[config.mk]
export PLATFORM = sky130hd
export DESIGN_NAME = regfile_wb_buffer
export DESIGN_NICKNAME = d
export VERILOG_FILES = /design/src/rtl/regfile_pkg.sv /design/src/rtl/wb_onehot_dec.sv /design/src/rtl/regfile_wb_buffer.sv
export SDC_FILE = /design/constraint.sdc
export NUM_CORES = 1
export LEC_CHECK = 0
export BUFFER_PORTS_ARGS = -buffer_cell sky130_fd_sc_hd__buf_2
export CORE_AREA = 2 2 131 133
export DETAILED_ROUTE_END_ITERATION = 10
export DIE_AREA = 0 0 133 135
export PLACE_DENSITY = 0.65
export SYNTH_ARGS = -nofsm -noshare
export SYNTH_HDL_FRONTEND = slang
export SYNTH_HIERARCHICAL = 1
export SYNTH_SLANG_ARGS = --single-unit
[constraint.sdc]
create_clock -name clk -period 6.6 [get_ports clk]
set_input_delay 1.32 -clock clk [delete_from_list [all_inputs] [get_ports clk]]
set_output_delay 1.32 -clock clk [all_outputs]
set_load 0.05 [all_outputs]
[src/rtl/regfile_pkg.sv]
// regfile_pkg: shared register-file widths and the write-back entry type.
package regfile_pkg;
  localparam int DATA_W    = 16;
  localparam int NREG      = 16;
  localparam int REG_IDX_W = $clog2(NREG);
  typedef struct packed {
    logic [REG_IDX_W-1:0] reg_idx;
    logic [DATA_W-1:0]    data;
  } wb_entry_t;
endpackage

[src/rtl/wb_onehot_dec.sv]
// wb_onehot_dec: index to one-hot row select, all zero when en is low.
//   en     - decode enable
//   idx    - row index
//   onehot - one-hot row select
module wb_onehot_dec #(
  parameter int N = 16,
  parameter int W = $clog2(N)
) (
  input  logic         en,
  input  logic [W-1:0] idx,
  output logic [N-1:0] onehot
);
  always_comb onehot = en ? ({{(N-1){1'b0}}, 1'b1} << idx) : '0;
endmodule

[src/rtl/regfile_wb_buffer.sv]
// regfile_wb_buffer: in-order write-back queue feeding the register array, with read bypass.
//   clk/rst              - clock, async active-low reset
//   wr_valid/wr_ready    - write-back handshake, wr_reg/wr_data request payload
//   rf_stall             - holds the head entry in the queue
//   rf_wen/rf_wdata      - one-hot row enable and shared data to the array
//   rd_regN/rd_hitN/rd_dataN - youngest queued match per read port
//   count                - occupancy
module regfile_wb_buffer
  import regfile_pkg::*;
#(
  parameter int DEPTH = 4
) (
  input  logic                     clk,
  input  logic                     rst,
  input  logic                     wr_valid,
  output logic                     wr_ready,
  input  logic [REG_IDX_W-1:0]     wr_reg,
  input  logic [DATA_W-1:0]        wr_data,
  input  logic                     rf_stall,
  output logic [NREG-1:0]          rf_wen,
  output logic [DATA_W-1:0]        rf_wdata,
  input  logic [REG_IDX_W-1:0]     rd_reg1,
  input  logic [REG_IDX_W-1:0]     rd_reg2,
  output logic                     rd_hit1,
  output logic [DATA_W-1:0]        rd_data1,
  output logic                     rd_hit2,
  output logic [DATA_W-1:0]        rd_data2,
  output logic [$clog2(DEPTH):0]   count
);
  localparam int PTR_W = $clog2(DEPTH);
  localparam int CNT_W = PTR_W + 1;
  wb_entry_t [DEPTH-1:0] mem_q, mem_d;
  logic [DEPTH-1:0] valid_q, valid_d;
  logic [PTR_W-1:0] head_q, head_d, tail_q, tail_d;
  logic [CNT_W-1:0] count_q, count_d;
  logic push, pop;
  assign count    = count_q;
  assign wr_ready = count_q != CNT_W'(DEPTH);
  assign pop      = (count_q != '0) && !rf_stall;
  assign rf_wdata = (count_q != '0) ? mem_q[head_q].data : '0;
  // Register 0 is hardwired zero: the handshake completes but nothing is queued.
  assign push     = wr_valid && wr_ready && (wr_reg != '0);
  always_comb begin
    mem_d   = mem_q;
    valid_d = valid_q;
    if (pop) valid_d[head_q] = 1'b0;
    if (push) begin
      mem_d[tail_q]   = '{reg_idx: wr_reg, data: wr_data};
      valid_d[tail_q] = 1'b1;
    end
    head_d  = pop ? head_q + PTR_W'(1) : head_q;
    tail_d  = push ? tail_q + PTR_W'(1) : tail_q;
    count_d = count_q + CNT_W'(push) - CNT_W'(pop);
  end
  always_ff @(posedge clk or negedge rst) begin
    if (!rst) begin
      mem_q   <= '0;
      valid_q <= '0;
      head_q  <= '0;
      tail_q  <= '0;
      count_q <= '0;
    end else begin
      mem_q   <= mem_d;
      valid_q <= valid_d;
      head_q  <= head_d;
      tail_q  <= tail_d;
      count_q <= count_d;
    end
  end
  wb_onehot_dec #(.N(NREG), .W(REG_IDX_W)) u_dec (
    .en     (pop),
    .idx    (mem_q[head_q].reg_idx),
    .onehot (rf_wen)
  );
  // Valid entries are contiguous from head, so walking oldest to youngest and
  // letting later matches overwrite leaves the youngest match.
  function automatic logic [DATA_W:0] bypass(input logic [REG_IDX_W-1:0] rd);
    logic [PTR_W-1:0] p;
    bypass = '0;
    for (int i = 0; i < DEPTH; i++) begin
      p = head_q + PTR_W'(i);
      if (valid_q[p] && rd != '0 && mem_q[p].reg_idx == rd) bypass = {1'b1, mem_q[p].data};
    end
  endfunction
  always_comb {rd_hit1, rd_data1} = bypass(rd_reg1);
  always_comb {rd_hit2, rd_data2} = bypass(rd_reg2);
endmodule

Word-level counts from Yosys, hierarchy flattened

Cells that the tools add are included.
W data, S select, Z words.

Register bits: 91
Input bits: 32
Word-level logic and storage cells: 99

$add $sub $neg: 6
Magnitude comparators: 7
Equality and inequality tests: 9
Shift-type cells: 1
Mux-type cells: 35
Bitwise operators: 3
Reductions and logical operators: 26

Operators by type and width:

| kind                   | number |
|---|---|
| $bmux W20 S2           | 4 |
| $mux W17               | 8 |
| $mux W20               | 5 |
| $bwmux W80             | 1 |
| $demux W20 S2          | 1 |
| $eq A4 B4 Y1           | 8 |
| $mux W16               | 2 |
| $logic_and A1 B1 Y1    | 21 |
| $shl A1 B4 Y16 const A | 1 |
| $lt A2 B3 Y1 const B   | 5 |
| $reduce_bool A4 Y1     | 3 |
| $bmux W1 S2            | 4 |
| $mux W4                | 2 |
| $mux W1                | 6 |
| $add A2 B1 Y2 const B  | 2 |
| $add A2 B2 Y2 const B  | 2 |
| $and A4 B4 Y4          | 1 |
| $demux W1 S2           | 2 |
| $ge A2 B1 Y1 const B   | 2 |
| $not A4 Y4             | 1 |
| $or A4 B4 Y4           | 1 |
| $add A3 B1 Y3          | 1 |
| $ne A3 B3 Y1 const B   | 1 |
| $reduce_bool A3 Y1     | 1 |
| 2 further kinds        | 2 |

Depth between registers and ports, before layout

Gate-level depths: netlist (run 1).

Word-level depth: 9
Gate-level depth with buffers: 17

By module

Netlist (run 1), hierarchy kept.

By module, submodules not included:

| module            | instances | cells each | area each (um^2) | seq. area each (um^2) |
|---|---|---|---|---|
| regfile_wb_buffer | 1         | 592        | 7220.7           | 2277.2 |
| wb_onehot_dec     | 1         | 23         | 120.1            | 0.0 |

Worst setup path before layout (run 1)

No wires, ideal clock.

Path kind: register to output
From: register head_q[0]
To: output port rd_data1[10]
Arrival time: 5.074 ns
Slack: 0.206 ns
Stages on the path, launching flop included: 18
Buffers on the path: 9
Cell sequence: dfrtp_1 > buf_6 > buf_6 > buf_2 > buf_2 > buf_2 > inv_1 > ha_1 > buf_6 > buf_12 > mux4_2 > xor2_1 > nor3_4 > and2_4 > buf_8 > buf_12 > a22oi_1 > a221oi_1

Word-level cells in the longest chain between the ends: 8
Elaborated cells between the ends (all ways): 35

RTL lines:

| item                                                         | line                    | text |
|---|---|---|
| from (decl)                                                  | regfile_wb_buffer.sv:34 | `logic [PTR_W-1:0] head_q, head_d, tail_q, tail_d;` |
| from (signal assigned)                                       | regfile_wb_buffer.sv:59 | `head_q <= '0;` |
| from (signal assigned)                                       | regfile_wb_buffer.sv:65 | `head_q <= head_d;` |
| $add A2 B1 Y2, or another cell as far along                  | regfile_wb_buffer.sv:81 | `p = head_q + PTR_W'(i);` |
| $bmux W20 S2, or another cell as far along                   | regfile_wb_buffer.sv:82 | `if (valid_q[p] && rd != '0 && mem_q[p].reg_idx == rd) bypass = {1'b1, mem_q[p].data};` |
| $mux W20 (implied by the code), or another cell as far along | regfile_wb_buffer.sv:82 |  |
| $eq A4 B4 Y1 or $logic_and A1 B1 Y1 (tied branches)          | regfile_wb_buffer.sv:82 |  |
| $logic_and A1 B1 Y1 or $mux W17 (tied branches)              | regfile_wb_buffer.sv:82 |  |
| $mux W17 (2 in a row)                                        | regfile_wb_buffer.sv:82 |  |
| $mux W17 *                                                   | regfile_wb_buffer.sv:82 |  |
| to (decl)                                                    | regfile_wb_buffer.sv:25 | `output logic [DATA_W-1:0] rd_data1,` |

Every way passes the cells marked *; elsewhere a longest branch is shown, timed or not. The select of a mux whose other input is x is not followed.

Worst setup path after layout (run 1)

From: register head_q[0]
To: output port rd_data1[13]

The elaborated chain is that of the path after synthesis.

==> results of run 1 <==
state kept, by name (all words and copies together) (netlist names):
name,count
mem_q,80
valid_q,4
count,3
head_q,2
tail_q,2
how the worst max path moves through the flow:
stage | slack [ps] | start | to
2_1_floorplan | 210 | head_q[0] | rd_data1[10]
3_3_place_gp | 1500 | rd_reg2[0] | rd_data2[5]
3_5_place_dp | 1390 | head_q[0] | rd_data1[13]
4_1_cts | 1020 | head_q[0] | rd_data1[13]
5_1_grt | 650 | head_q[0] | rd_data1[13]
6_report | 990 | head_q[0] | rd_data1[13]
cell usage in the layout, fill, tap and decap left out, drive strengths merged, types with 2 or more instances in the layout:
cell and instances:
xor2 10, and2 2, a221oi 16, o221ai 7, buf 113, ha 10, xnor2 26, o21ai 2
nor2b 8, nand3 6, nand2b 2, nand3b 2, or4 3, inv 24, a2111oi 8, nor3 32
and4 2, dfrtp 91, or3 2, clkinv 2, clkbuf 10, nand4 2, and3 3, nor2 35
a211oi 27, a21oi 8, bufinv 2, clkinvlp 2, mux4 84, mux2 80, nand2 55, a22oi 8
through the flow:
step / instance area [um^2] / std cells
floorplan: 7340 / 615
global placement: 7940 / 894
detailed placement: 7940 / 894
CTS: 8270 / 910
global route: 8270 / 910
finish: 8270 / 911
final cells by class:
class / instances / area [um^2]
sequential: 91 / 2280
multi-input combinational: 446 / 4690
antenna: 1 / 2.50
clock inverter: 6 / 88.8
fill: 1423 / 8140
clock buffer: 10 / 239
inverter: 24 / 90.1
timing repair buffer: 113 / 598
tap: 220 / 275
metal layers:
layer,GRT usage (%),vias up
met4,7.17,4
li1,-,2531
met5,0,-
met1,28.1,2969
met3,5.93,44
met2,38.0,263
worst reg2reg max path: cells and delay by family, from the launching register on:
kind,cells,cell delay (ps)
adders and majority gates,3,900
and+or+nand+nor,2,800
DFF,1,470
buffers and inverters,3,340
xor gates and xnor gates,2,370
kinds of logic (layout without fill, tap and decap cells):
| group | Yosys count | in the layout | synth area share [%] |
|---|---|---|---|
| xor gates and xnor gates | 36 | 36 | 4.30 |
| buffers and inverters | 78 | 153 | 5.27 |
| adders and majority gates | 11 | 11 | 1.98 |
| other | 0 | 1 | 0 |
| muxes | 164 | 164 | 38.3 |
| AOI/OAI and AO/OA | 78 | 78 | 8.52 |
| and+or+nand+nor | 157 | 157 | 10.6 |
| DFF | 91 | 91 | 31.0 |
==> results.md, run 1 <==
* M1 WL at 7510 um
* Vias in the first global route at 5854
* Hold endpoint: valid_q[2]
* TritonCTS buffer count at 9
* Final hold violation count at 0
* Initial Utilization at 44.7%
* Initial antenna violation count at 2
* Met3 WL post-DR at 1600 um
* Fin util at 50.4%
* WL/cell at 21.4 um
* Max-Slew Margin vs Limit at 27.3%
* Slowest cell on crit path: nor4_4
* Clock Skew at 5.41 ps
* Worst-path clk slew at 70 ps
* Fin. max-slew vios at 0
* Post CTS Setup Buffer Count at 0
* Worst slack, placed at 1390 ps
* WL final at 19500 um
* Die W at 133 um
* Die Y at 135 um
* Drc violations at 0
* Vias at 5811
* Clock net sink count at 91
* Hold_ws at 553 ps
* CTS tree: built
* Die Area at 0.0180 mm^2
* Outcome: finished, final reports clean
* Layout cell share with drive strength beyond 1 at 44.1%
* Startpoint Class: flip-flop
* Final net count at 728
* Placer Congestion at 0.900
* Synth warn at 6
* Area Growth Syn to Fin at 12.6%
* Worst hold path startpoint: valid_q[2]
* Seq cells post-synth at 91
* PostCTS Resize Cnt at 0
* DR vias/cell at 6.38
* GRT Resource Usage Total at 22.4%
* Synthesized instance count at 615
* Worst R2R End: count[2]
* Met2 WL at 10000 um
* Fin crit period at 5610 ps
* Post-synthesis sequential area ratio at 31.0%
* Routed Antenna Nets at 0
* Number of port buffers at 101
* CTS max path bufs at 2
* Synth top area cells: dfrtp_1, mux4_2, mux2_2
* Worst Max-Slew Pin Slew at 1090 ps
* Max Fclk at 178 MHz
* DP HPWL at 13800 um
* Largest net degree at the start of global routing at 84
* Worst Path Buf+Inv at 3
* Worst-path cell chain: inv_1 > ha_2 > buf_4 > mux4_1 > nand3_1 > nor4_4 > nor2_1 > a221oi_1 > buf_2
* Required @ worst endpoint at 5280 ps
* Period utilization at 84.9%
* TritonRoute pass-1 iters at 7
* Top-area cell type share of the netlist area at 31.0%
* Fraction of registers with async set/reset at 100%
* Yosys cell types at 47
* RSZ-0062 raised after global routing: false
* Endpoints failing setup at 0
* CP Max Fanout at 35
* Post-Syn Area at 0.00734 mm^2
* R2R cell count at 10
* Top Metal Used: met5
* Setup CP Type: flip-flop to output pin
* Initial drt markers at 482
* I/O pins at 102
* Max Cap Viol at 0
* Syn Area/Cell at 11.9 um^2
* Core area at 0.0164 mm^2
* Hold depth at 2
* Hold buffers post-CTS at 0
* EDFF count, synth at 0
* Row cnt at 47
* Crit path capture type: output pin
* Syn nets at 658
* Worst r2r src: count[1]
* Grt ovf at 0
* Sum Neg Setup Slack at 0 ps
* First-pass GRT wire length at 31400 um
* Commonest cells in the netlist: dfrtp_1, mux2_2, mux4_2, nand2_1, nor2_1
* Root Driver: clkbuf_16
* Final worst setup slack at 994 ps
* H-tree depth at 3
* Clk_lat worst skew at 350 ps
* Family with the most delay on the worst path: simple AND/OR/NAND/NOR gates
* Top-count cell post-synth: dfrtp_1
* Post-synth top flop: dfrtp_1
* WP depth at 9
* Cell taking the most area after synthesis: dfrtp_1
* Crit-path max cell delay at 740 ps
* Worst hold path class: flip-flop to flip-flop
* Worst endpoint data arrival time at 4290 ps
* R2R Setup Slk at 3660 ps
Power of run 1 is left out: the tool's default activity adds up to more than one toggle a clock period on the data nets, which glitch-free logic cannot reach.
==> run 2, diff against run 1 <==
--- a/config.mk
+++ b/config.mk
@@ -5,11 +5,12 @@
 export SDC_FILE = /design/constraint.sdc
 export NUM_CORES = 1
 export LEC_CHECK = 0
+export ABC_AREA = 1
 export BUFFER_PORTS_ARGS = -buffer_cell sky130_fd_sc_hd__buf_2
-export CORE_AREA = 2 2 131 133
+export CORE_AREA = 2 2 136 138
 export DETAILED_ROUTE_END_ITERATION = 10
-export DIE_AREA = 0 0 133 135
-export PLACE_DENSITY = 0.65
+export DIE_AREA = 0 0 138 140
+export PLACE_DENSITY = 0.67
 export SYNTH_ARGS = -nofsm -noshare
 export SYNTH_HDL_FRONTEND = slang
 export SYNTH_HIERARCHICAL = 1
==> constraint.sdc (replaced) <==
create_clock -name clk -period 4.9 [get_ports clk]
set_input_delay 0.98 -clock clk [delete_from_list [all_inputs] [get_ports clk]]
set_output_delay 0.98 -clock clk [all_outputs]
set_load 0.05 [all_outputs]
==> results.md, run 2 <==
* Vias at 8029 (+38%)
* Initial drt markers at 788 (+63%)
* Yosys cell types at 41 (-13%)
* Row cnt at 49 (+4.3%)
* Routed Antenna Nets at 0 (unchanged)
* Die Area at 0.0193 mm^2 (+7.6%)
* DP HPWL at 17600 um (+27%)
* Worst endpoint data arrival time at 3550 ps (-740 ps)
* Post-synthesis sequential area ratio at 28.9% (-2.1 points)
* Endpoints failing setup at 0 (unchanged)
* Setup CP Type: flip-flop to output pin
* Max Cap Viol at 0 (unchanged)
* Cell taking the most area after synthesis: dfrtp_1
* CTS max path bufs at 2 (unchanged)
* Clk_lat worst skew at 340 ps (about the same)
* First-pass GRT wire length at 38000 um (+21%)
* Synth top area cells: dfrtp_1, nand2_1, o21ai_0
* H-tree depth at 3 (unchanged)
* CTS tree: built
* Final hold violation count at 0 (unchanged)
* Area Growth Syn to Fin at 10.6%
* Syn Area/Cell at 6.43 um^2 (-46%)
* Startpoint Class: flip-flop
* Max-Slew Margin vs Limit at 40.3% (+13 points)
* Fraction of registers with async set/reset at 100% (unchanged)
* Clock net sink count at 91 (unchanged)
* Synthesized instance count at 1226 (+99%)
* CP Max Fanout at 42 (+20%)
* Largest net degree at the start of global routing at 77 (-8.3%)
* Die W at 138 um (+3.8%)
* Top-area cell type share of the netlist area at 28.9% (-2.1 points)
* DR vias/cell at 5.28 (-17%)
* TritonRoute pass-1 iters at 5 (-2)
* Hold buffers post-CTS at 0 (unchanged)
* I/O pins at 102 (unchanged)
* Syn nets at 1269 (+93%)
* Final net count at 1329 (+83%)
* Period utilization at 92.5%
* Finished Layout Cells at 1520 (+67%)
* TritonCTS buffer count at 9 (unchanged)
* Commonest cells in the netlist: nand2_1, o21ai_0, nor2_1, inv_1, nand3_1
* Initial Utilization at 44.4% (-0.39 points)
* Top-count cell post-synth: nand2_1
* Placer Congestion at 0.952 (+5.9%)
* Reg with most FFs: mem_q
* Number of port buffers at 101 (unchanged)
* DP Cell Count at 1504 (+68%)
* Core area at 0.0178 mm^2 (+8.4%)
* ANT cells at 0 (-1)
* Post-synth top flop: dfrtp_1
* Vias in the first global route at 7029 (+20%)
* Fin crit period at 4530 ps
* Post-Syn Area at 0.00789 mm^2 (+7.4%)
* Sum Neg Setup Slack at 0 ps (unchanged)
* Seq cells post-synth at 91 (unchanged)
* Commonest non-fill, non-tap cells in the layout: nand2_1, o21ai_0, nor2_1
* Fin. max-slew vios at 0 (unchanged)
* Commonest non-fill, non-tap cell in the layout: nand2_1
* Initial antenna violation count at 0 (-2)
* RSZ-0062 raised after global routing: false
* Post CTS Setup Buffer Count at 0 (unchanged)
* WL/cell at 15.2 um (-29%)
* Hold_ws at 503 ps (-50.3 ps)
* Fin util at 49.1% (-1.3 points)
* WL final at 23100 um (+18%)
* Crit path capture type: output pin
* Outcome: finished, final reports clean
* GRT Resource Usage Total at 24.0% (+1.6 points)
* Worst hold path class: flip-flop to flip-flop
* Die Y at 140 um (+3.7%)
* Synth warn at 6 (unchanged)
* Layout cell share with drive strength beyond 1 at 16.1% (-28 points)
* Worst Max-Slew Pin Slew at 896 ps (-195 ps)
* Max Fclk at 221 MHz
* Worst-path clk slew at 60 ps (about the same)
* Required @ worst endpoint at 3920 ps (-1360 ps)
* Max reg flops at 80 (unchanged)
* Grt ovf at 0 (unchanged)
* Root Driver: clkbuf_16
* Clock Skew at 4.52 ps (-0.896 ps)
* Drc violations at 0 (unchanged)
* EDFF count, synth at 0 (unchanged)
[run 2: cell types whose count changed after synthesis, sizes merged, moves of 84 or more]
cell / before / now
o21ai: 2 / 158
nand3: 6 / 117
mux4: 84 / 0
nor2: 35 / 158
inv: 24 / 115
nand2: 55 / 374
[run 2: path summary, 6_finish.rpt]
kind | start | end | slack (ps) | cells past startpoint
min reg2reg | mem_q[32] | mem_q[32] | 500 | 2
min | mem_q[32] | mem_q[32] | 500 | 2
max reg2reg | count[1] | count[2] | 2600 | 10
min in group asynchronous | rst | count[1] | 630 | 1
max in group asynchronous | rst | mem_q[30] | 3240 | 2
max | head_q[0] | rd_data1[9] | 370 | 14
[run 2: per-layer routing]
layer	wire (um)	vias up	share of wire (%)	track usage (%)
li1	-	4039	-	-
met1	11800	3663	51	38.8
met2	9330	311	40	32.9
met3	1760	16	7.6	4.17
met4	280	0	1.2	4.99
met5	0	-	0	0
[run 2: final cells by class]
type                    count  area [um^2]
multi-input cells         952         4770
clock buffers              10          229
fillers                  1842         9060
clock inverters             6         88.8
repair buffers            117          628
inverters                 115          437
well taps                 229          287
flip-flops and latches     91         2280
[run 2: worst max-delay path, cell delays in order (launching register included)]
cell	delay, ps
dfrtp_4	610
inv_6	300
ha_2	440
inv_2	240
nand3_1	110
nand2_1	150
xor2_1	190
nor2_1	60
nand2_1	110
nor2_4	30
buf_4	210
inv_1	220
nor2_1	60
a21oi_1	160
buf_2	290
[run 2: per-stage QoR]
stage	instance area, um^2	worst slack (ps)
after floorplan	7890	531
after global placement	8400	677
after detailed placement	8400	645
after CTS	8720	254
after global routing	8720	47.4
final	8720	365
[run 2: what timing repair did]
item | CTS | global route
endpoints found under the setup margin | 0 | 26
endpoints found under the hold margin | 0 | 0
gates resized for setup | 0 | 1
[run 2: logic make-up after synthesis]
kind of cell | Yosys count | synth area share (%)
buffers and inverters | 183 | 10.7
AOI/OAI and AO/OA | 188 | 12.8
DFF | 91 | 28.9
muxes | 42 | 5.33
xor gates and xnor gates | 10 | 1.21
adders and majority gates | 11 | 1.84
and+or+nand+nor | 701 | 39.2
Power of run 2 is left out for the same reason.
==> run 3, diff against run 2 <==
--- a/config.mk
+++ b/config.mk
@@ -5,12 +5,11 @@
 export SDC_FILE = /design/constraint.sdc
 export NUM_CORES = 1
 export LEC_CHECK = 0
-export ABC_AREA = 1
 export BUFFER_PORTS_ARGS = -buffer_cell sky130_fd_sc_hd__buf_2
-export CORE_AREA = 2 2 136 138
+export CORE_AREA = 2 2 131 133
 export DETAILED_ROUTE_END_ITERATION = 10
-export DIE_AREA = 0 0 138 140
-export PLACE_DENSITY = 0.67
+export DIE_AREA = 0 0 133 135
+export PLACE_DENSITY = 0.68
 export SYNTH_ARGS = -nofsm -noshare
 export SYNTH_HDL_FRONTEND = slang
 export SYNTH_HIERARCHICAL = 1
==> results.md, run 3 (synthesized netlist as in run 1, its figures left out) <==
* PostCTS Resize Cnt at 0 (unchanged)
* Worst-path clk slew at 70 ps (about the same)
* Fin crit period at 4760 ps (+230 ps)
* CTS tree: built
* Initial drt markers at 472 (-40%)
* Met3 usage at 4.20% (+0.033 points)
* DP HPWL at 14700 um (-16%)
* Met2 usage at 42.0% (+9.1 points)
* Worst r2r src: count[1]
* Initial Utilization at 44.7% (+0.39 points)
* R2R cell count at 5 (-5)
* Period utilization at 97.2% (+4.7 points)
* Outcome: finished, final reports clean
* Setup CP Type: flip-flop to output pin
* Placer Congestion at 0.869 (-8.7%)
* Drc violations at 0 (unchanged)
* Worst-path cell chain: buf_4 > mux4_2 > xnor2_1 > nand3_2 > a211oi_4 > a22oi_1 > a221oi_4 > buf_2
* Worst hold path class: flip-flop to flip-flop
* R2R Setup Slk at 2230 ps (-370 ps)
* Grt ovf at 0 (unchanged)
* ANT cells at 0 (unchanged)
* Worst endpoint data arrival time at 3780 ps (+230 ps)
* Crit path capture type: output pin
* Clk_lat worst skew at 350 ps (about the same)
* Initial antenna violation count at 1 (+1)
* Row cnt at 47 (-4.1%)
* Worst Path Buf+Inv at 2 (-3)
* Multi-input logic area at 0.00509 mm^2 (+6.6%)
* First-pass GRT wire length at 33000 um (-13%)
* Routed Antenna Nets at 0 (unchanged)
* CTS max path bufs at 2 (unchanged)
* Fillers at 1346 (-27%)
* Fin. max-slew vios at 0 (unchanged)
* Root Driver: clkbuf_16
* Die Area at 0.0180 mm^2 (-7.1%)
* Max-Slew Margin vs Limit at 33.5% (-6.8 points)
* Final worst setup slack at 135 ps (-230 ps)
* Worst setup path end: rd_data1[5]
* Core area at 0.0164 mm^2 (-7.7%)
* Die W at 133 um (-3.6%)
* TritonCTS buffer count at 9 (unchanged)
* Max Fclk at 210 MHz (-4.8%)
* H-tree depth at 3 (unchanged)
* Number of port buffers at 101 (unchanged)
* Vias at 5838 (-27%)
* FF/Latch Area at 0.00228 mm^2 (unchanged)
* Worst R2R End: mem_q[16]
* RSZ-0062 raised after global routing: false
* Setup crit start: head_q[0]
* CP Max Fanout at 20 (-52%)
* I/O pins at 102 (unchanged)
* Die Y at 135 um (-3.6%)
* Worst Max-Slew Pin Slew at 995 ps (+99.1 ps)
* WP depth at 8 (-6)
* Commonest non-fill, non-tap cells in the layout: buf_2, dfrtp_1, mux2_2
* WL/cell at 22.8 um (+50%)
* Required @ worst endpoint at 3920 ps (about the same)
* WL final at 20900 um (-9.5%)
* Vias in the first global route at 6073 (-14%)
* Final net count at 738 (-44%)
* Slowest cell on crit path: mux4_2
* Busiest grt layer: met2
* Max Cap Viol at 0 (unchanged)
* Commonest non-fill, non-tap cell in the layout: buf_2
* Startpoint Class: flip-flop
* Clock net sink count at 91 (unchanged)
* Layout cell share with drive strength beyond 1 at 49.6% (+33 points)
* Area Growth Syn to Fin at 19.7%
* Family with the most delay on the worst path: compound AO/OA/AOI/OAI gates
* Clock Skew at 10.2 ps (+5.72 ps)
* DR vias/cell at 6.35 (+20%)
* Hold buffers post-CTS at 0 (unchanged)
* Largest net degree at the start of global routing at 67 (-13%)
* Endpoints failing setup at 0 (unchanged)
* Worst slack, placed at 412 ps (-233 ps)
* GRT Resource Usage Total at 23.9% (-0.091 points)
* TritonRoute pass-1 iters at 4 (-1)
* Max reg flops at 80 (unchanged)
* Reg with most FFs: mem_q
* Post CTS Setup Buffer Count at 0 (unchanged)
* Crit-path max cell delay at 690 ps (+80 ps)
* Final hold violation count at 0 (unchanged)
* Met1 Resource Use GR at 29.6% (-9.3 points)
run 3: cell count changes in the layout (fill, tap and decap cells not counted), sizes merged, moves of 80 or more:
cell   previous run  this run
inv             116        25
mux4              0        84
mux2              0        80
o21ai           158         2
nand2           374        55
nand3           117         6
nor2            158        35
run 3: cell type report:
| class | count | area share (%) |
|---|---|---|
| tap | 220 | 3.13 |
| clock inverter | 5 | 1.22 |
| inverter | 24 | 1.03 |
| clock buffer | 11 | 2.76 |
| timing repair buffer | 123 | 7.99 |
| multi-input combinational | 446 | 57.9 |
| sequential | 91 | 26.0 |
run 3: tightest hold or removal path, stage by stage, from the launching register on:
cell and delay [ps]:
dfrtp_1 400, nand2_1 70, nand2_1 50
run 3: worst min-delay path by stage:
| stage | startpoint | to | slack [ps] | depth (start not counted) |
|---|---|---|---|---|
| finish | valid_q[2] | valid_q[2] | 550 | 2 |
| global route | valid_q[2] | valid_q[2] | 590 | 2 |
| CTS | valid_q[2] | valid_q[2] | 550 | 2 |
| detailed placement | valid_q[2] | valid_q[2] | 540 | 2 |
| global placement | valid_q[2] | valid_q[2] | 520 | 2 |
| floorplan | valid_q[2] | valid_q[2] | 480 | 2 |
run 3: layer usage:
metal | share of wire (%) | vias to the layer above
li1 | - | 2534
met1 | 40 | 3010
met2 | 52 | 253
met3 | 5.7 | 39
met4 | 2.5 | 2
met5 | 0.033 | -
run 3: metrics by stage:
step           cells  cell area [um^2]  TNS, ps  util (%)  hold slack [ps]
6_report         920              8790        0      53.5              552
5_1_grt          920              8790        0      53.5              594
4_1_cts          920              8770        0      53.5              553
3_5_place_dp     904              8420        0      51.3              537
3_3_place_gp     904              8420        0      51.3              521
2_1_floorplan    615              7760    -59.9         -              485
Power of run 3 is left out for the same reason.
